[config.mk]
export PLATFORM = sky130hd
export DESIGN_NAME = rand_req_arbiter
export DESIGN_NICKNAME = d
export VERILOG_FILES = /design/src/rtl/rand_pkg.sv /design/src/rtl/rand_req_arbiter_lfsr6.sv /design/src/rtl/rand_req_arbiter.sv
export SDC_FILE = /design/constraint.sdc
export NUM_CORES = 1
export LEC_CHECK = 0
export CORE_MARGIN = 5
export CORE_UTILIZATION = 40
export DETAILED_ROUTE_END_ITERATION = 16
export PLACE_DENSITY = 0.63
export SLEW_MARGIN = 20
export SYNTH_ARGS = -nofsm -noshare
export SYNTH_HDL_FRONTEND = slang
export SYNTH_SLANG_ARGS = --single-unit
[constraint.sdc]
create_clock -name clk -period 1.74 [get_ports clk]
set_input_delay 0.348 -clock clk [delete_from_list [all_inputs] [get_ports clk]]
set_output_delay 0.348 -clock clk [all_outputs]
set_load 0.05 [all_outputs]
[src/rtl/rand_pkg.sv]
// rand_pkg: shared types and constants for the random-request arbiter and its LFSR.
package rand_pkg;
    typedef enum logic [1:0] {IDLE, DRAW, RESP} rand_state_t;
    localparam int LFSR_W = 6;
    localparam logic [LFSR_W-1:0] LFSR_SEED = 6'h3F;
    localparam int TAP_HI = 5;
    localparam int TAP_LO = 4;
endpackage

[src/rtl/rand_req_arbiter_lfsr6.sv]
// lfsr6: free-running 6-bit Fibonacci LFSR (x^6+x^5+1) with seed load.
module lfsr6
    import rand_pkg::*;
(
    input  logic              clk,
    input  logic              rst,
    input  logic              load,
    input  logic [LFSR_W-1:0] seed,
    output logic [LFSR_W-1:0] q
);
    // A zero seed would lock the register, so it maps to the reset seed.
    always_ff @(posedge clk)
        if (rst) q <= LFSR_SEED;
        else if (load) q <= (seed == '0) ? LFSR_SEED : seed;
        else q <= {q[LFSR_W-2:0], q[TAP_HI] ^ q[TAP_LO]};
endmodule

[src/rtl/rand_req_arbiter.sv]
// rand_req_arbiter: round-robin access to a shared LFSR with bounded rejection sampling.
module rand_req_arbiter
    import rand_pkg::*;
#(
    parameter int N_REQ     = 4,
    parameter int MAX_TRIES = 8
) (
    input  logic                 clk,
    input  logic                 rst,
    input  logic [N_REQ-1:0]     req,
    input  logic [6*N_REQ-1:0]   req_max,
    input  logic                 seed_valid,
    input  logic [LFSR_W-1:0]    seed,
    output logic [N_REQ-1:0]     ack,
    output logic [LFSR_W-1:0]    rsp_value,
    output logic                 rsp_fail,
    output logic                 busy,
    output logic [LFSR_W-1:0]    lfsr_q
);
    localparam int IW = $clog2(N_REQ);
    rand_state_t state;
    logic [IW-1:0] rr_ptr, winner, pick;
    logic [LFSR_W-1:0] max_q, pick_max;
    logic [3:0] tries;
    logic [N_REQ-1:0] win_hot;
    lfsr6 u_lfsr (
        .clk  (clk),
        .rst  (rst),
        .load (seed_valid && state == IDLE),
        .seed (seed),
        .q    (lfsr_q)
    );
    // Scan offsets from farthest to nearest so the requester closest to rr_ptr wins.
    always_comb begin
        pick = rr_ptr;
        pick_max = '0;
        for (int k = N_REQ - 1; k >= 0; k--)
            for (int i = 0; i < N_REQ; i++)
                if (i == (int'(rr_ptr) + k) % N_REQ && req[i]) begin
                    pick = IW'(i);
                    pick_max = req_max[6*i +: 6];
                end
    end
    assign win_hot = {{(N_REQ-1){1'b0}}, 1'b1} << winner;
    assign busy = state != IDLE;
    always_ff @(posedge clk)
        if (rst) begin
            state <= IDLE;
            rr_ptr <= '0;
            winner <= '0;
            max_q <= '0;
            tries <= '0;
            ack <= '0;
            rsp_value <= '0;
            rsp_fail <= 1'b0;
        end else begin
            ack <= '0;
            case (state)
                IDLE: if (|req) begin
                    winner <= pick;
                    max_q <= pick_max;
                    tries <= '0;
                    state <= DRAW;
                end
                DRAW: if (lfsr_q <= max_q) begin
                    rsp_value <= lfsr_q;
                    rsp_fail <= 1'b0;
                    ack <= win_hot;
                    state <= RESP;
                end else begin
                    tries <= tries + 4'd1;
                    if (tries + 4'd1 == 4'(MAX_TRIES)) begin
                        rsp_value <= '0;
                        rsp_fail <= 1'b1;
                        ack <= win_hot;
                        state <= RESP;
                    end
                end
                RESP: begin
                    rr_ptr <= (winner == IW'(N_REQ - 1)) ? '0 : winner + 1'b1;
                    state <= IDLE;
                end
                default: state <= IDLE;
            endcase
        end
endmodule

Word-level counts from Yosys, hierarchy flattened
Cells that the tools add are included.

cells by class
  add/sub/neg operators = 5
  magnitude comparators = 1
  equality and inequality tests = 19
  shift-type cells = 1
  muxes and demuxes = 48
  bitwise operators = 5
  reduce and logical (&&, ||, !) cells = 35

operators with widths
  cell                                                count
  zero test 32 bit                                    4
  two-way mux 6 bit                                   20
  two-way mux 2 bit                                   20
  equality test 3 bit, first input constant           6
  logical AND 1 bit                                   17
  two-way mux 4 bit                                   4
  equality test 2 x 3 -> 1 bit, first input constant  3
  case mux 4 bit (2 select lines)                     1
  OR reduction 2 bit                                  4
  <= comparator 6 bit                                 1
  zero test 6 bit                                     1
  AND reduction 2 bit                                 3
  nonzero test 2 bit                                  3
  adder 2 x 1 -> 2 bit, second input constant         2
  adder 2 bit, second input constant                  2
  adder 4 x 1 -> 4 bit, second input constant         1
  equality test 2 bit, first input constant           2
  equality test 2 bit, second input constant          2
  equality test 4 bit, second input constant          1
  case mux 2 bit (2 select lines)                     1
  OR reduction 4 bit                                  1
  left shift 1 x 2 -> 4 bit, first input constant     1
  AND 1 bit, first input constant                     3
  inequality test 3 bit, second input constant        1
  other kinds (9)                                     10

word-level totals
  bits in registers = 33
  input port bits = 37
  output and inout bits = 18
  logic and storage cells = 123

Logic depth before layout (Yosys ltp)
Gate-level depths: netlist (run 1).

  depth after elaboration = 21
  gate-level depth with buffers = 9
  mapped depth without buffers = 8

Cells and area by module
A second synthesis (run 1) with hierarchy kept.

unflattened totals
  cells, all modules = 395
  area, all modules = 2813.9 µm²

modules (own cells, without submodules)
  module            instances  cells each  area each (µm²)  sequential area each (µm²)
  rand_req_arbiter  1          365         2547.4           540.5
  lfsr6             1          30          266.5            120.1

Worst setup path after synthesis (run 1)
No wires, ideal clock.

  kind = register to register
  start point = register u_lfsr.q[4]
  end point = register tries[0]
  library setup time = 0.065 ns
  arrival time = 2.084 ns
  data required time = 1.675 ns
  setup slack = -0.409 ns
  cell stages (with the launch flop) = 8
  buffers on the path = 0
  period minus slack after synthesis = 2.149 ns
  path through = dfxtp_1 -> ha_1 -> nand4_1 -> o22ai_1 -> or2_2 -> a21oi_2 -> mux2_2 -> nor2_1

between the ends
  cells in the longest elaborated chain, start to end = 3

ends and longest elaborated chain
  what                             line                          source
  start: declaration               rand_req_arbiter_lfsr6.sv:9   output logic [LFSR_W-1:0] q
  start signal: assignment         rand_req_arbiter_lfsr6.sv:14  else if (load) q <= (seed == '0) ? LFSR_SEED : seed;
  start signal: assignment         rand_req_arbiter_lfsr6.sv:15  else q <= {q[LFSR_W-2:0], q[TAP_HI] ^ q[TAP_LO]};
  <= comparator 6 bit              rand_req_arbiter.sv:65        DRAW: if (lfsr_q <= max_q) begin
  inequality test 2 bit (no line)  --
  AND reduction 3 bit (no line)    --
  end signal: assignment           rand_req_arbiter.sv:71        tries <= tries + 4'd1;
  end: declaration                 rand_req_arbiter.sv:24        logic [3:0] tries;

No other way between the ends.
A chain may end at the register's enable or synchronous reset.

Worst setup path after layout (run 1)
  start point = register u_lfsr.q[1]
  end point = register rsp_value[5]

between the ends
  cells in the longest elaborated chain, start to end = 3
  elaborated cells on any way between the ends = 4
  those cells by class = 1 x order compare; 1 x mux; 2 x reduce/logical

ends and longest elaborated chain
  what                           line                    source
  <= comparator 6 bit *          rand_req_arbiter.sv:65
  nonzero test 2 bit (no line)   --
  AND reduction 2 bit (no line)  --
  end signal: assignment         rand_req_arbiter.sv:66  rsp_value <= lfsr_q;
  end: declaration               rand_req_arbiter.sv:15  output logic [LFSR_W-1:0] rsp_value,

Every way passes the cells marked *; elsewhere a longest branch is shown, timed or not.

==> metrics.yaml, run 1 <==
synth_top_area_share_pct: 23.17
clock-skew-final_ps: 7.196
drt_drc_violations_left: 0
dp_slack_ps: -672.9
violations: "setup timing"
peakVddDrop_v: 0.0002782
ioPinCount: 55
drtIter0Drc: 220
final_antenna_net_count: 0
setup_tns_ps: -296.7
p_leak_uw: 0.001868
crit_buf_inv: 1
vias_per_cell: 5.686
num-nets-final: 562
crit_type: "flop to flop"
fmax_mhz: 557.5
core.rowCount: 30
fp.dieH_um: 94.43
synth.area.top_cells: "dfxtp_1 (23%), a21oi_1 (5.1%), ha_1 (4.8%)"
r2r-start: "u_lfsr.q[1]$_SDFF_PP1_"
grt_pass1_wl_um: 16570
drt-total-wl_um: 10680
root_buffer: "clkbuf_8"
end_kind: "flop"
fin_ws_ps: -53.71
finalSetupViolCount: 10
syn_avg_cell_area_sq_um: 7.465
synth_warnings: 0
io_buffer_count: 54
hold_violations: 0
start_kind: "flop"
core_sq_um: 6869
worstPathArrival_ps: 2010
path_clk_slew_ps: 70
ys.flop_type: "dfxtp_1"
die_w_um: 94.43
grt_use_total_pct: 23.26
syn_area_sq_um: 2851
grt_max_degree: 35
cts_hold_buf: 0
hpwlAfterDp_um: 7576
start_util_pct: 41.51
worstSkewPairLatency_ps: 280
max_slew_margin_pct: 66.64
power.total_uw: 3193
grt_pass1_vias: 3383
ys_ff_latch: 33
path_cells: "ha_4 -> nor2b_4 -> o21a_1 -> o21ai_4 -> a21o_1 -> buf_6 -> nand3_2 -> a21oi_2"
cts_made_buffers: 5
rsz0062_at_grt: "true"
syn_inst: 382
ys_async_sr_fraction_pct: 0
cts_tree: "done"
grt_overflow: 0
cpMaxStageDelayCell: "dfxtp_4"
cap_violations: 0
critPathMaxFanout: 5
drive_gt1_share_pct: 40.58
maxSlewViolCount: 0
p_per_area_nw_per_um2: 682.3
syn-num-nets: 430
area_growth_pct: 64.15
path_delay_family: "compound AO/OA/AOI/OAI gates"
cp.required_ps: 1960
worst_pin_slew_ps: 499.4
synth.largest_area_cell: "dfxtp_1"
first_pass_iters: 5
gp_congestion: 0.9416
diodes: 0
period_needed_ps: 1794
critPathLaunch: "u_lfsr.q[1]$_SDFF_PP1_"
ys_seq_area_share_pct: 23.17
yosysUniqueCellTypes: 69
die_area_sq_um: 8917
min_from: "max_q[5]$_SDFFE_PP0P_"
outcome: "complete, but fails checks"
wire_per_inst_um: 17.48
finalCritPeriodShare_pct: 103.1
synth_edf_count: 0
vias: 3474
antenna_found_initial: 0
hold_class: "flop to flop"
cts_buffer_depth: 2
clock_sinks: 33
h-tree-depth: 2
critPathMaxStageDelay_ps: 360
cell families (layout without fill, tap and decap cells):
kind of cell               count (synthesis)  after routing  share of synthesized area, %
AOI/OAI and AO/OA                        127            127                         31.99
muxes                                      3              3                         1.141
DFF                                       33             33                         23.17
adders and majority gates                 11             11                         4.827
xor gates and xnor gates                   2              2                        0.6144
and+or+nand+nor                          161            161                         29.93
buffers and inverters                     45            178                         8.337
worst paths after layout:
kind | to | slack [ps] | cells past startpoint
hold reg to reg | max_q[5]$_SDFFE_PP0P_ | 490 | 2
hold / removal | max_q[5]$_SDFFE_PP0P_ | 490 | 2
setup / recovery | rsp_value[5]$_SDFFE_PP0P_ | -50 | 8
setup reg to reg | rsp_value[5]$_SDFFE_PP0P_ | -50 | 8
per-layer routing:
layer  track usage, %  wire [um]
met3            3.108        671
met5                0          0
met2            41.37       5358
met1            29.72       4464
met4            5.415        188
synth_stat cells, drive strengths merged, types with 3 or more instances:
cell and instances:
nor2 34, ha 11, dfxtp 33, o22ai 8, nand3 20, clkbuf 7
buf 23, o21a 3, nand3b 8, o21bai 6, a21oi 31, nor3 14
inv 15, and3b 3, a2111oi 5, nand2b 10, nand4 4, o211ai 5
a32oi 3, a31oi 8, o2111ai 3, o21ai 28, a221oi 6, a211oi 4
nor3b 5, and3 3, nand2 34, nor2b 14, o221ai 4
cells in the final DEF, fill, tap and decap left out, types with 4 or more instances in the layout:
cell             synthesis  final
nor3_1                  13     11
inv_1                   14     11
dfxtp_4                  0      7
o221ai_1                 4      4
a221oi_2                 2      4
ha_4                     0      4
o21bai_1                 6      6
buf_12                   0      7
nor2_1                  33     30
a31oi_1                  7      7
inv_2                    1      4
clkdlybuf4s50_1          0     31
a21oi_2                  2     10
nand2b_1                10      7
o211ai_1                 5      5
ha_1                    11      7
nand3_1                 20     15
nand4_1                  4      4
dfxtp_1                 33     22
o21ai_1                  6      6
nand3_2                  0      4
clkbuf_8                 0      6
nand2_1                 33     32
nand3b_1                 7      7
o22ai_1                  8      7
a21oi_1                 29     20
buf_6                    3      9
o21ai_0                 21     19
dfxtp_2                  0      4
clkbuf_16                0      4
buf_4                    9     99
nor2b_1                 14     10
registers in the layout (all words and copies together) (netlist names):
name / flops
ack: 4
max_q: 6
rr_ptr: 2
rsp_fail: 1
rsp_value: 6
state: 2
tries: 4
u_lfsr.q: 6
winner: 2
layout make-up:
| cell class | count | area, sq um |
|---|---|---|
| Tap cell | 96 | 120.1 |
| Sequential cell | 33 | 691.9 |
| Clock inverter | 1 | 30.03 |
| Clock buffer | 7 | 86.33 |
| Fill cell | 561 | 2188 |
| Inverter | 15 | 56.30 |
| Timing Repair Buffer | 155 | 1436 |
| Multi-Input combinational cell | 304 | 2260 |
power by group:
part | total, uW | internal, uW | switching (uW) | leakage [uW]
clock network | 757 | 467 | 290 | 0.0000585
registers | 894 | 833 | 60.7 | 0.000272
logic | 1540 | 752 | 791 | 0.00154
total | 3190 | 2050 | 1140 | 0.00187
metrics by stage:
stage          instance area (sq um)  instances  hold WS (ps)  utilization (%)
6_report                        4681        611         489.0            68.14
5_1_grt                         4681        611         511.4            68.14
4_1_cts                         4394        606         492.0            63.97
3_5_place_dp                    4099        592         481.6            59.67
3_3_place_gp                    4099        592         469.0            59.67
2_1_floorplan                   2914        382         433.2                -
worst min-delay path: stages (launching register included):
cell      delay (ps)
dfxtp_1          310
inv_2             70
a221oi_2          60
what timing repair did:
action                     in CTS  in global routing
pin swaps                       6                 20
buffers inserted                5                  2
gates cloned                    1                  3
resized for setup              26                 55
setup endpoints to repair      21                 21
Power figures use the tool's default switching activity.
==> run 2: changes to the inputs <==
SLEW_MARGIN = unset   (was 20)
==> results of run 2 <==
Same layout as run 1: the final DEF is identical, and so are final timing and power.
==> run 3: changes to the inputs <==
GPL_TIMING_DRIVEN = 0   (was unset)
==> metrics.yaml, run 3 (synthesis results as in run 1) <==
grt_overflow: 0  # unchanged
start_util_pct: 41.51  # unchanged
die_w_um: 94.43  # unchanged
outcome: "complete, but fails checks"  # unchanged
root_buffer: "clkbuf_8"  # unchanged
cpMaxStageDelayCell: "dfxtp_4"  # unchanged
start_kind: "flop"  # unchanged
finalCritPeriodShare_pct: 100.9  # was 103.1%
violations: "setup timing"  # unchanged
cts_tree: "done"  # unchanged
p_int_uw: 1705  # was 2052 uW
maxSlewViolCount: 0  # unchanged
crit_buf_inv: 0  # was 1
power_frac_clock_pct: 20.6  # was 23.7%
antenna_found_initial: 0  # unchanged
core.rowCount: 30  # unchanged
gp_congestion: 0.9658  # was 0.9416
grt_pass1_wl_um: 16420  # was 16570 um
vias_per_cell: 6.045  # was 5.686
h-tree-depth: 2  # unchanged
max_slew_margin_pct: 56.68  # was 66.64%
period_needed_ps: 1756  # was 1794 ps
worstSkewPairLatency_ps: 290  # was 280 ps
p_leak_uw: 0.001593  # was 0.001868 uW
critPathMaxStageDelay_ps: 360  # about the same
die_area_sq_um: 8917  # unchanged
cts_made_buffers: 5  # unchanged
drt_drc_violations_left: 0  # unchanged
crit_type: "flop to flop"  # unchanged
grt_pass1_vias: 3238  # was 3383
p_sw_share_pct: 39.94  # was 35.74%
worstPathArrival_ps: 1990  # was 2010 ps
vias: 3379  # was 3474
diodes: 0  # unchanged
core_sq_um: 6869  # unchanged
peakVddDrop_v: 0.0002707  # was 0.0002782 V
end_kind: "flop"  # unchanged
power.total_uw: 2840  # was 3193 uW
finalSetupViolCount: 1  # was 10
power_switching_uw: 1134  # was 1141 uW
hold_class: "input port to flop"  # was flop to flop
path_clk_slew_ps: 80  # was 70 ps
rsz0062_at_grt: "true"  # unchanged
fp.dieH_um: 94.43  # unchanged
num-nets-final: 510  # was 562
worst_pin_slew_ps: 649.8  # was 499.4 ps
p_per_area_nw_per_um2: 684.6  # was 682.3 nW/um^2
drtIter0Drc: 313  # was 220
final_core_util_pct: 60.38  # was 68.14%
seq_power_share_pct: 31.7  # was 28.0%
hold_violations: 0  # unchanged
path_cells: "ha_1 -> nand2_1 -> o22ai_2 -> or2_4 -> a21oi_4 -> mux2_4 -> nor2_1"  # was ha_4 -> nor2b_4 -> o21a_1 -> o21ai_4 -> a21o_1 -> buf_6 -> nand3_2 -> a21oi_2
final_common_cell: "nand2_1"  # was buf_4
critPathMaxFanout: 6  # was 5
wire_per_inst_um: 18.98  # was 17.48 um
grt_use_total_pct: 23.19  # was 23.26%
drt-total-wl_um: 10610  # was 10680 um
ioPinCount: 55  # unchanged
area_growth_pct: 45.46  # was 64.15%
drive_gt1_share_pct: 29.37  # was 40.58%
fin_ws_ps: -15.91  # was -53.71 ps
io_buffer_count: 52  # was 54
cts_buffer_depth: 2  # unchanged
path_delay_family: "simple AND/OR/NAND/NOR gates"  # was compound AO/OA/AOI/OAI gates
grt_max_degree: 12  # was 35
clock_sinks: 33  # unchanged
final_antenna_net_count: 0  # unchanged
setup_tns_ps: -15.91  # was -296.7 ps
first_pass_iters: 5  # unchanged
cap_violations: 0  # unchanged
clock-skew-final_ps: 11.41  # was 7.196 ps
p_comb_share_pct: 47.8  # was 48.3%
hpwlAfterDp_um: 7428  # was 7576 um
final_cell_mix: "nand2_1 (31), nor2_1 (30), clkdlybuf4s50_1 (29)"  # was buf_4 (99), nand2_1 (32), clkdlybuf4s50_1 (31)
cp.required_ps: 1970  # was 1960 ps
reg_top3: "max_q x6, rsp_value x6, u_lfsr.q x6"  # unchanged
fmax_mhz: 569.5  # was 557.5 MHz
run 3: changes by cell type in the layout (fill, tap and decap cells not counted), moves of 5 or more:
cell,previous run,this run
a21oi_2,10,5
buf_12,7,0
buf_4,99,28
dlygate4sd2_1,1,17
run 3: path summary, 6_finish.rpt:
path / startpoint / endpoint / slack, ps / cells after the start
setup / recovery: u_lfsr.q[2]$_SDFF_PP1_ / tries[0]$_SDFFE_PP0P_ / -20 / 7
hold / removal: rst / max_q[3]$_SDFFE_PP0P_ / 460 / 2
setup reg to reg: u_lfsr.q[2]$_SDFF_PP1_ / tries[0]$_SDFFE_PP0P_ / -20 / 7
hold reg to reg: rsp_fail$_SDFFE_PP0P_ / rsp_fail$_SDFFE_PP0P_ / 500 / 2
run 3: power groups by stage:
stage	Clock [uW]	Sequential [uW]	Combinational (uW)
2_1_floorplan	0	1000	635
3_3_place_gp	0	904	1090
3_5_place_dp	0	907	1090
4_1_cts	590	897	1250
5_1_grt	630	911	1450
6_report	584	899	1360
run 3: what timing repair did:
| item | in CTS | in global routing |
|---|---|---|
| pin swaps | 17 | 16 |
| resized for setup | 65 | 61 |
| hold buffers | 0 | 0 |
| buffers inserted | 16 | 6 |
| endpoints found under the setup margin | 41 | 25 |
| gates cloned | 1 | 0 |
run 3: stage by stage:
step	cell area (sq um)	instances	hold WS, ps	worst slack (ps)
after floorplan	2914	382	433.2	-39.52
after global placement	3555	530	459.2	-920.3
after detailed placement	3555	530	468.7	-875.7
after CTS	3943	554	453.9	-39.92
after global routing	4148	559	476.7	-88.31
final	4148	559	455.9	-15.91
run 3: routing by layer:
metal  up-vias  part of all wire (%)  track usage (%)
met5         -                     0                0
met4         0                   2.7            9.868
met3        31                   7.0            2.948
met2       190                    48            39.78
met1      1569                    42            29.13
li1       1589                     -                -
run 3: layout make-up:
class | count | area (sq um)
plain buffers | 28 | 247.7
clock buffers | 5 | 68.82
clock inverters | 3 | 16.27
fillers | 664 | 2721
inverters | 15 | 60.06
multi-input cells | 304 | 2287
flip-flops and latches | 33 | 690.7
well taps | 96 | 120.1
repair buffers | 75 | 656.9
run 3: worst reg2reg max path, delay by kind of cell, from the launching register on:
family,cells,cell delay (ps)
flops,1,360
fa+ha+maj,1,310
simple gates,3,440
compound gates,2,280
mux,1,320
